<file path="src/rtl/mem_ctrl.sv">
// mem_ctrl: single-port RAM access controller for a CPU request/response
// handshake. One request in flight at a time, no queuing.
//
// Ports:
//   clk, reset_n        clock and synchronous active-low reset
//   req_valid/ready     CPU request handshake (ready only in IDLE)
//   req_write           1 = store, 0 = load
//   req_addr            32-bit CPU word address (latched into MAR)
//   req_wdata           store data (latched into MDR)
//   resp_valid/ready    response handshake, held until consumed
//   resp_rdata          load data, 0 for stores and errors
//   resp_err            address outside the RAM range
//   ram_read/ram_write  one-cycle RAM strobes
//   ram_address         RAM address (always the latched MAR)
//   ram_data_in         RAM write data (always the latched MDR)
//   ram_data_out        RAM read data, registered by the RAM
module mem_ctrl #(
    parameter int DATA_W = 32,
    parameter int ADDR_W = 9
) (
    input  logic              clk,
    input  logic              reset_n,
    input  logic              req_valid,
    output logic              req_ready,
    input  logic              req_write,
    input  logic [31:0]       req_addr,
    input  logic [DATA_W-1:0] req_wdata,
    output logic              resp_valid,
    input  logic              resp_ready,
    output logic [DATA_W-1:0] resp_rdata,
    output logic              resp_err,
    output logic              ram_read,
    output logic              ram_write,
    output logic [ADDR_W-1:0] ram_address,
    output logic [DATA_W-1:0] ram_data_in,
    input  logic [DATA_W-1:0] ram_data_out
);

    typedef enum logic [2:0] {
        IDLE,
        RD_ISSUE,
        RD_CAPT,
        WR_ISSUE,
        RESP
    } state_t;

    state_t              r_state;
    state_t              w_next;
    logic [ADDR_W-1:0]   r_mar;
    logic [DATA_W-1:0]   r_mdr;
    logic [DATA_W-1:0]   r_rdata;
    logic                r_err;
    logic                w_accept;
    logic                w_oor;

    assign w_accept = req_valid && (r_state == IDLE);
    // Only the low ADDR_W bits reach the RAM; any upper bit set is an error.
    assign w_oor    = |req_addr[31:ADDR_W];

    // State register
    always_ff @(posedge clk) begin
        if (!reset_n) begin
            r_state <= IDLE;
        end else begin
            r_state <= w_next;
        end
    end

    // Next-state logic. The load/store choice is carried by the
    // state itself, so no separate write-flag register is needed.
    always_comb begin
        w_next = r_state;
        unique case (r_state)
            IDLE: begin
                if (w_accept) begin
                    if (w_oor) begin
                        w_next = RESP;
                    end else if (req_write) begin
                        w_next = WR_ISSUE;
                    end else begin
                        w_next = RD_ISSUE;
                    end
                end
            end
            RD_ISSUE: w_next = RD_CAPT;
            RD_CAPT:  w_next = RESP;
            WR_ISSUE: w_next = RESP;
            RESP: begin
                if (resp_ready) begin
                    w_next = IDLE;
                end
            end
            default:  w_next = IDLE;
        endcase
    end

    // Output decode
    always_comb begin
        req_ready  = 1'b0;
        ram_read   = 1'b0;
        ram_write  = 1'b0;
        resp_valid = 1'b0;
        unique case (r_state)
            IDLE:     req_ready  = 1'b1;
            RD_ISSUE: ram_read   = 1'b1;
            RD_CAPT:  ;
            WR_ISSUE: ram_write  = 1'b1;
            RESP:     resp_valid = 1'b1;
            default:  ;
        endcase
    end

    // MAR/MDR and response registers. Response data is cleared on
    // accept so stores and errors answer with 0 without extra muxing.
    always_ff @(posedge clk) begin
        if (!reset_n) begin
            r_mar   <= '0;
            r_mdr   <= '0;
            r_rdata <= '0;
            r_err   <= 1'b0;
        end else begin
            if (w_accept) begin
                r_mar   <= req_addr[ADDR_W-1:0];
                r_mdr   <= req_wdata;
                r_rdata <= '0;
                r_err   <= w_oor;
            end
            if (r_state == RD_CAPT) begin
                r_rdata <= ram_data_out;
            end
        end
    end

    assign ram_address = r_mar;
    assign ram_data_in = r_mdr;
    assign resp_rdata  = r_rdata;
    assign resp_err    = r_err;

endmodule

</file>
<file path="config.mk">
export PLATFORM = sky130hd
export DESIGN_NAME = mem_ctrl
export DESIGN_NICKNAME = d
export VERILOG_FILES = /design/src/rtl/mem_ctrl.sv
export SDC_FILE = /design/constraint.sdc
export NUM_CORES = 1
export LEC_CHECK = 0
export ABC_AREA = 1
export ABC_CLOCK_PERIOD_IN_PS = 1500
export BUFFER_PORTS_ARGS = -buffer_cell sky130_fd_sc_hd__buf_2
export CAP_MARGIN = 25
export CORE_MARGIN = 1.5
export CORE_UTILIZATION = 40
export CTS_BUF_LIST = sky130_fd_sc_hd__clkbuf_4 sky130_fd_sc_hd__clkbuf_8 sky130_fd_sc_hd__clkbuf_16
export CTS_CLUSTER_DIAMETER = 120
export DETAILED_ROUTE_END_ITERATION = 12
export PLACE_DENSITY = 0.76
export RECOVER_POWER = 50
export SYNTH_ARGS = -nofsm -noshare
export SYNTH_HDL_FRONTEND = slang
export SYNTH_SLANG_ARGS = --single-unit
export TNS_END_PERCENT = 10
</file>
<file path="constraint.sdc">
create_clock -name clk -period 1.5 [get_ports clk]
set_input_delay 0.075 -clock clk [delete_from_list [all_inputs] [get_ports clk]]
set_output_delay 0.075 -clock clk [all_outputs]
set_load 0.03 [all_outputs]
</file>
# Word level (Yosys, flattened, before mapping)
# Cells that the tools add are included.
# word_totals
in_bits	101
regBits	77
mem_count	0
mem_bits_rw	0
latch_bits	0
romBits	0
# op_classes
n_mux	11
shift	0
reduce_logical	6
n_eq_ne	6
magnitude_cmp	0
mul	0
div_mod_pow	0
addsub	0
bitwise	0
# op_table
cell	n
32-bit two-way mux	2
23-bit OR reduction	1
3-bit one-hot mux with 4 select lines	1
3-bit two-way mux	3
3-bit by 2-bit equality test with 1-bit output, second input constant	2
1-bit two-way mux	4
2-bit != test, second input constant	2
3-bit by 1-bit equality test with 1-bit output, second input constant	1
3-bit equality test, second input constant	1
3-bit zero test	1
2-bit two-way mux	1
2-bit AND reduction	1
2-bit nonzero test	1
2-bit OR reduction	1
1-bit logical AND	1

# Logic depth before layout (Yosys ltp)
# Gate-level depths: netlist of run 1.
# depth
ltp_word	4
depth_mapped	9
depth_no_buf	8

# Worst setup path after synthesis of run 1
# OpenSTA, ideal clock, no wires.
# synth_path
path_kind	reg2reg
start	register r_state[2]
end	register r_state[1]
synth_period_minus_slack_ns	1.683
stages_incl_launch_ff	8
path_slack_ns	-0.183
t_arrival_ns	1.567
setup_ns	0.117
t_required_ns	1.383
path_cell_list	dfxtp_1 -> inv_1 -> nor3_1 -> nand2_1 -> o21ai_0 -> inv_1 -> nand3_1 -> a21oi_1
# synth_between
elab_chain_cells	4
# synth_lines
element	line	text
from (decl)	47	state_t r_state;
from (signal assigned)	65	r_state <= w_next;
parallel branches: the longest is 4 deep, another holds 3-bit one-hot mux with 4 select lines	n/a	
# Several ways; the timed one is not identified.
# A chain may end at the register's enable or synchronous reset.

# Final worst setup path of run 1
# layout_path
start	register r_state[1]
end	register r_rdata[29], in the netlist resp_rdata[29]
# layout_between
elab_chain_cells	3
# layout_lines
element	line	text
3-bit zero test	56	assign w_accept = req_valid && (r_state == IDLE);
1-bit logical AND	56	
2-bit nonzero test (no line)	n/a	
to (signal assigned)	129	r_rdata <= ram_data_out;
to (decl)	51	logic [DATA_W-1:0] r_rdata;
# Several ways; a longest one is shown, not always the timed one.

==> flow_summary.toml, run 1 <==
[status]
outcome = "finished, final reports clean"

[power]
p_leak_uw = 0.00199
p_per_area_mw_per_mm2 = 1090
vdd_ir_drop_max_v = 0.000714

[clock_tree]
tritoncts = "yes"
cts_buffers = 9
h-tree-depth = 3
clock_sinks = 77
cts_root_buf = "clkbuf_8"
clk_pin_slew_ns = 0.08
clock_path_buffers = 2
clock_latency_ns = 0.33

[setup_path]
end_kind = "flip-flop"
path_class = "reg2reg"
cp.arrival_ns = 1.68
path_delay_family = "simple AND/OR/NAND/NOR gates"
slowest_stage = "nor2_4"
crit_path_cell_trace = "inv_1, buf_4, nor2_4, buf_12, nor2_4, nand2_1, a21oi_1"
r2r_slack_ns = 0.08
worstSetupStartpointType = "flip-flop"
crit_path_frequent_cell = "nor2_4"
crit_path_max_incr_delay_ns = 0.35
crit_fanout = 16
crit_buf_inv = 3
crit_required_ns = 1.76

[layout]
postLayoutCellArea_mm2 = 0.00479
drive_gt1_share_pct = 22.4
antennaDiodeCount = 0
final_cell_count_no_fill = 725
area_growth_syn_to_layout_pct = 67.7
fillerInstances = 570
fin_nets = 725
final_common_cell = "nand2_1"
most-common-layout-cells = "nand2_1 (155), buf_2 (104), dfxtp_1 (76)"

[timing]
max_freq_mhz = 705
fin_crit_sh_pct = 94.6
skew_ns = 0.00697
post-route-min-period_ns = 1.42
slew_viol_final = 0
whs_ns = 0.0331
tightest_slew_ns = 0.458
hold_viol = 0
timing.slew.headroom_pct = 69.5
setup_violations = 0

[synth]
ys_ff_latch = 77
synth.distinct_cells = 21
synth_cells = 372
netlist_area_mm2 = 0.00286
yosys_warnings = 0
synth_fp_nets = 473
avgSynthCellArea_um2 = 7.68
ys_seq_area_share_pct = 54.0

[detailed_routing]
routed_wl_um = 9900
drt_first_pass_iters = 4
vias_per_cell = 4.73
ant_nets = 0
vias = 3426
wl_per_cell_um = 13.7
drt_iter0_markers = 123
drc = 0

[place]
dp_cells = 632
gp_congestion = 0.922
dp_hpwl_um = 5500
place_area_mm2 = 0.00381
port_buffers = 178

[floorplan]
die_h_um = 87.5
die_area_mm2 = 0.00765
die_w_um = 87.5
core_area_mm2 = 0.00683
rows = 30
ios = 179
start_util_pct = 41.8

[grt]
track_usage_pct = 24.4
grt_pass1_wl_um = 14600
overflow = 0
grt_pass1_vias = 3390
antenna_found_initial = 0
grt_max_degree = 45

[job]
cap_violations = 0

[hold_path]
hold_class = "in2reg"
## worst reg2reg max path: cells and delay by family, from the launching register on
family                 cells  cell delay [ns]
buffers and inverters      3             0.40
AND/OR/NAND/NOR            3             0.49
AO/OA/AOI/OAI              1             0.14
flip-flops                 1             0.34
## per-stage QoR
| step | total power (µW) | setup WS, ns | TNS (ns) | utilization [%] |
|---|---|---|---|---|
| detailed placement | 3140 | 0.0439 | 0 | 55.7 |
| global route | 5470 | -0.00496 | -0.00819 | 70.1 |
| floorplan | 2840 | 0.0843 | 0 | - |
| CTS | 5260 | 0.0335 | 0 | 70.1 |
| global placement | 3120 | 0.153 | 0 | 55.7 |
| finish | 5230 | 0.0811 | 0 | 70.1 |
## layer usage
layer	share of wire (%)	up-vias	routed length, µm	global-route usage (%)
li1	-	1691	-	-
met4	2.5	0	243	7.79
met1	39	1583	3820	24.7
met2	53	129	5250	46.4
met3	6.0	23	596	8.25
met5	0	-	0	0
## final timing paths
check,startpoint,to,cells after the start
worst max-delay path,r_state[1],resp_rdata[29],7
worst min-delay path,req_write,r_state[1],3
worst max register to register,r_state[1],resp_rdata[29],7
worst min register to register,resp_rdata[7],resp_rdata[7],2
## synthesized netlist by cell type
library cell,count,area share (%)
a21oi_1,75,13
buf_2,4,0.70
buf_4,7,1.8
buf_6,3,1.2
clkbuf_1,8,1.1
dfxtp_1,77,54
inv_1,10,1.3
inv_2,1,0.13
inv_4,1,0.22
nand2_1,155,20
nand2_2,1,0.22
nand2_4,1,0.39
nand3_1,3,0.53
nand4_1,2,0.44
nor2_1,14,1.8
nor2_2,1,0.22
nor2_4,1,0.39
nor2_8,1,0.70
nor3_1,4,0.70
o21ai_0,2,0.35
o21bai_1,1,0.26
## area by class of cell
type	instances	area (µm²)	share of cell area, %
timing repair buffer	262	1670	34.8
inverter	12	50.0	1.04
clock buffer	13	173	3.61
tap	96	120	2.51
multi-input combinational	262	1150	23.9
sequential	77	1540	32.2
clock inverter	3	90.1	1.88
## sequential cells by signal (all words and copies together), names as in the netlist
register,count
r_state,3
ram_address,9
ram_data_in,32
resp_err,1
resp_rdata,32
## what timing repair did
item,CTS,global route
gates resized for setup,0,5
setup endpoints to repair,0,68
endpoints found under the hold margin,72,2
hold buffers,72,2
buffers inserted,0,1
## report_power, final
group	switching, µW	internal (µW)	total [µW]
combinational	649	404	1050
clock	710	1260	1970
sequential	58.9	2150	2210
total	1420	3820	5230
## cells by family (layout without fill, tap and decap cells)
kind of cell / Yosys count / after routing / share of synthesized area, %
flip-flops: 77 / 77 / 54.0
AND/OR/NAND/NOR: 183 / 184 / 25.8
AO/OA/AOI/OAI: 78 / 78 / 13.8
buffers and inverters: 34 / 290 / 6.44
(Power assumes the default switching activity.)
==> inputs of run 2 (changes only) <==
ABC_AREA = 0   (was 1)
PLACE_DENSITY = 0.74   (was 0.76)
==> run 2 against run 1 <==
Net effect: register-to-register slack improved by 0.06 ns; core utilization fell by 4.9 points; combinational power fell by 24%; largest power group unchanged; die area rose by 9.1%; non-clock buffer count fell by 1; critical endpoint is now resp_valid; clock-buffer cell count did not move.
==> flow_summary.toml, run 2 <==
[setup_path]
rr_startpoint = "r_state[0]"
worstSetupStartpointType = "flip-flop"
crit_path_frequent_cell = "buf_4"
crit_required_ns = 1.42
crit_buf_inv = 2
slowest_stage = "dfxtp_1"
cp.depth = 3
crit_path_cell_trace = "buf_4, nor3b_1, buf_4"
path_class = "reg2out"
cp.arrival_ns = 1.33
path_delay_family = "flip-flops"
end_kind = "output port"
crit_path_max_incr_delay_ns = 0.41
crit_fanout = 5
crit_path_start = "r_state[2]"
rr_worst_depth = 5

[hold_path]
hold_depth = 3
worstHoldStart = "req_valid"
hold_class = "in2reg"

[floorplan]
die_area_mm2 = 0.00835
die_h_um = 91.4
rows = 32
ios = 179
core_area_mm2 = 0.00765
die_w_um = 91.4
start_util_pct = 40.8

[timing]
slew_viol_final = 0
max_freq_mhz = 712
setup_violations = 0
whs_ns = 0.0557
post-route-min-period_ns = 1.40
timing.slew.headroom_pct = 61.3
final.setup.tns_ns = 0
skew_ns = 0.00734
tightest_slew_ns = 0.580
hold_viol = 0
fin_ws_ns = 0.0963
rsz0062_at_grt = "true"
fin_crit_sh_pct = 93.6

[synth]
synth.top_cell.area_share_pct = 49.4
synth.distinct_cells = 26
synth_most_common_cell = "nand2_1"
ys_ff_latch = 77
synthXorXnorAreaFrac_pct = 0
synthSimpleGateAreaFrac_pct = 24.0
yosys_warnings = 0
synth_top_family_by_area = "simple AND/OR/NAND/NOR gates"
synth_common_cells = "nand2_1 (118), dfxtp_1 (77), nand3_1 (33)"
netlist_area_mm2 = 0.00312
synth-compound-area-share_pct = 20.4
async_flop_share_pct = 0
synth_fp_nets = 456
ys_seq_area_share_pct = 49.4
ys.flop_type = "dfxtp_1"
muxShareOfSynthArea_pct = 0.361
synth_cells = 355
synth.area.top_cells = "dfxtp_1 (49%), nand2_1 (14%), a21boi_0 (7.5%), a21boi_1 (6.3%), a21boi_2 (5.8%)"
synth_top_area_cell = "dfxtp_1"
synthAdderAreaFrac_pct = 0
avgSynthCellArea_um2 = 8.80
synth-edff-count = 0

[power]
power.share.switching_pct = 25.5
sequentialPowerShare_pct = 47.0
combPwrFrac_pct = 17.5
netSwitchingPower_uw = 1170
clkPwrFrac_pct = 35.6
p_int_uw = 3420
p_per_area_mw_per_mm2 = 921
vdd_ir_drop_max_v = 0.000436
p_leak_uw = 0.00200

[detailed_routing]
drc = 0
ant_nets = 0
vias_per_cell = 4.78
drt_first_pass_iters = 4
routed_wl_um = 9280
wl_per_cell_um = 13.1
drt_iter0_markers = 128
vias = 3376

[layout]
antennaDiodeCount = 0
drive_gt1_share_pct = 25.3
most-common-layout-cells = "nand2_1 (118), buf_2 (103), dfxtp_1 (77)"
utilization_pct = 65.2
area_growth_syn_to_layout_pct = 59.6
postLayoutCellArea_mm2 = 0.00498
final_common_cell = "nand2_1"
fillerInstances = 691
fin_nets = 700

[clock_tree]
h-tree-depth = 3
tritoncts = "yes"
cts_setup_buffers = 0
cts_buffers = 9
clock_latency_ns = 0.34
clk_pin_slew_ns = 0.07
clock_path_buffers = 2
clock_sinks = 77
cts_root_buf = "clkbuf_8"

[place]
port_buffers = 178
dp_hpwl_um = 5720
place_area_mm2 = 0.00413
gp_congestion = 0.785
pre_cts_slack_ns = 0.0994

[grt]
antenna_found_initial = 0
track_usage_pct = 22.5
grt_max_degree = 42
grt_pass1_vias = 3287
grt_pass1_wl_um = 15100
overflow = 0

[status]
outcome = "finished, final reports clean"

[job]
cap_violations = 0
[run 2: changes by cell type in the layout (fill, tap and decap cells not counted), sizes merged, moves of 3 or more]
cell,before,now
inv,12,0
a21boi,0,73
a21oi,75,1
nor4,0,5
nor3b,0,3
nand2,157,119
nand3,3,33
nor2,18,2
[run 2: logic make-up (layout without fill, tap and decap cells)]
family	Yosys count	in the layout
DFF	77	77
AOI/OAI and AO/OA	77	77
buffers and inverters	28	277
and+or+nand+nor	172	172
muxes	1	1
[run 2: power by group through the flow]
stage | clock, µW | combinational [µW] | sequential (µW)
finish | 1630 | 801 | 2160
global route | 1790 | 864 | 2160
CTS | 1690 | 812 | 2150
detailed placement | 0 | 662 | 2200
global placement | 0 | 653 | 2200
floorplan | 0 | 263 | 2340
[run 2: layout make-up]
cell class / count / area [µm²] / area share, %
clock buffers: 13 / 173 / 3.46
clock inverters: 3 / 42.5 / 0.853
multi-input cells: 250 / 1400 / 28.1
flip-flops and latches: 77 / 1540 / 30.9
well taps: 102 / 128 / 2.56
repair buffers: 261 / 1700 / 34.1
[run 2: stage by stage]
step                total power (µW)  instances
detailed placement              2860        617
floorplan                       2600        355
global route                    4820        706
global placement                2850        617
finish                          4590        706
CTS                             4650        706
[run 2: timing repair]
item	in CTS	in global routing
setup endpoints to repair	0	17
endpoints found under the hold margin	73	0
gates resized for setup	0	2
hold buffers	73	0
[run 2: final timing paths]
| kind | slack (ns) | endpoint |
|---|---|---|
| max reg2reg | 0.14 | ram_data_in[26] |
| max | 0.1 | resp_valid |
| min | 0.06 | r_state[2] |
| min reg2reg | 0.45 | ram_address[0] |
[run 2: tightest hold or removal path, delay by kind of cell]
family          cells  cell delay [ns]
compound gates      1             0.06
buf+inv             1             0.13
simple gates        1             0.07
[run 2: metal layers]
metal,part of all wire [%],vias up,track usage [%]
met4,2.8,0,11.3
met5,0,-,0
met3,4.4,24,3.52
li1,-,1668,-
met2,53,126,41.7
met1,40,1558,24.4
==> inputs of run 3 (changes only) <==
CORE_UTILIZATION = 44   (was 40)
PLACE_DENSITY = 0.8   (was 0.74)
RECOVER_POWER = 25   (was 50)
==> run 3 against run 2 <==
Net effect: sequential power hardly changed; maximum frequency is 2.6% higher; global-route usage is 1.9 points higher; sequential share of layout area hardly changed; register-to-register slack is essentially flat; critical endpoint is now resp_rdata[31].
==> flow_summary.toml, run 3 (synthesis results as in run 2) <==
[status]
outcome = "finished, final reports clean"

[grt]
grt_pass1_vias = 3255
grt_max_degree = 53
grt_pass1_wl_um = 14400
overflow = 0
antenna_found_initial = 0
track_usage_pct = 24.3

[timing]
tightest_slew_ns = 0.408
final.setup.tns_ns = 0
skew_ns = 0.0109
post-route-min-period_ns = 1.37
rsz0062_at_grt = "false"
hold_viol = 0
max_freq_mhz = 731
slew_viol_final = 0
setup_violations = 0
timing.slew.headroom_pct = 72.9
fin_crit_sh_pct = 91.2

[setup_path]
crit_path_max_incr_delay_ns = 0.47
r2r-end = "resp_rdata[31]"
path_delay_family = "flip-flops"
r2r_slack_ns = 0.13
end_kind = "flip-flop"
cp.arrival_ns = 1.62
rr_startpoint = "r_state[0]"
path_class = "reg2reg"
worstSetupStartpointType = "flip-flop"
crit_required_ns = 1.75
crit_fanout = 23
crit_path_cell_trace = "nor3_4, nand2_2, buf_4, nand3_1, a21boi_0"
crit_path_start = "r_state[0]"
crit_buf_inv = 1
slowest_stage = "dfxtp_1"
rr_worst_depth = 5

[clock_tree]
cts_root_buf = "clkbuf_8"
clock_sinks = 77
clock_latency_ns = 0.33
tritoncts = "yes"
h-tree-depth = 3
clock_path_buffers = 2
cts_buffers = 9
clk_pin_slew_ns = 0.08

[detailed_routing]
vias_per_cell = 4.91
routed_wl_um = 9520
ant_nets = 0
drt_first_pass_iters = 4
wl_per_cell_um = 13.7
drc = 0
vias = 3421
drt_iter0_markers = 135

[floorplan]
core_area_mm2 = 0.00683
start_util_pct = 45.7
ios = 179
die_w_um = 87.2
die_area_mm2 = 0.00761
die_h_um = 87.2
rows = 30

[place]
gp_congestion = 0.803
dp_cells = 609
dp_hpwl_um = 5680
port_buffers = 178

[layout]
fin_nets = 697
drive_gt1_share_pct = 31.6
final_cell_count_no_fill = 697
antennaDiodeCount = 0
area_growth_syn_to_layout_pct = 59.9
most-common-layout-cells = "buf_2 (140), nand2_1 (118), dfxtp_1 (75)"
final_common_cell = "buf_2"
fillerInstances = 527

[power]
combPwrFrac_pct = 16.9
netSwitchingPower_uw = 1190
clkPwrFrac_pct = 37.4
vdd_ir_drop_max_v = 0.000533
p_leak_uw = 0.00214
p_int_uw = 3540
power.share.switching_pct = 25.1
sequentialPowerShare_pct = 45.7
p_per_area_mw_per_mm2 = 947

[hold_path]
hold_class = "in2reg"
worstHoldStart = "ram_data_out[22]"
holdPathEnd = "resp_rdata[22]"
hold_depth = 3

[job]
cap_violations = 0
[run 3: repair_timing]
action,4_1_cts,5_1_grt
setup buffers,0,1
resized for setup,0,2
hold buffers,71,0
endpoints found under the setup margin,0,21
hold endpoints to repair,71,0
[run 3: area by class of cell]
class | count | area, µm² | share of cell area (%)
multi-input cells | 250 | 1400 | 28.1
clock inverters | 4 | 70.1 | 1.40
repair buffers | 258 | 1700 | 34.0
flip-flops and latches | 77 | 1540 | 30.9
well taps | 96 | 120 | 2.41
clock buffers | 12 | 159 | 3.18
[run 3: worst reg2reg max path: stages (launching register included)]
cell and delay, ns:
dfxtp_1 0.47, nor3_4 0.09, nand2_2 0.11, buf_4 0.27, nand3_1 0.14, a21boi_0 0.22
[run 3: routing by layer]
layer	share of wire [%]	global-route usage, %	vias up
li1	-	-	1659
met1	37	25.0	1578
met2	53	46.1	153
met3	5.9	4.36	31
met4	3.6	13.4	0
met5	0	0	-
[run 3: power by group through the flow]
stage                     logic [µW]  clock network, µW  registers, µW
after floorplan                  263                  0           2340
after global placement           644                  0           2200
after detailed placement         653                  0           2200
after CTS                        797               1810           2160
after global routing             859               1880           2170
final                            799               1770           2160
[run 3: how the worst max path moves through the flow]
| stage | slack, ns | to | cells after the start |
|---|---|---|---|
| 2_1_floorplan | 0.03 | ram_data_in[19] | 6 |
| 3_3_place_gp | 0.16 | ram_data_in[28] | 5 |
| 3_5_place_dp | 0.1 | ram_data_in[6] | 5 |
| 4_1_cts | 0.08 | ram_data_in[6] | 5 |
| 5_1_grt | 0.006 | resp_rdata[31] | 5 |
| 6_report | 0.13 | resp_rdata[31] | 5 |
[run 3: through the flow]
stage                     setup slack, ns  cell area [µm²]  hold slack (ns)  util [%]  power [µW]
after global routing              0.00644             4990           0.0271      73.1        4910
after detailed placement           0.0952             4090            0.322      59.9        2860
after CTS                          0.0780             5030          0.00141      73.6        4760
after global placement              0.158             4090            0.313      59.9        2840
after floorplan                    0.0315             3130            0.210         -        2600
final                               0.132             4990           0.0132      73.1        4730
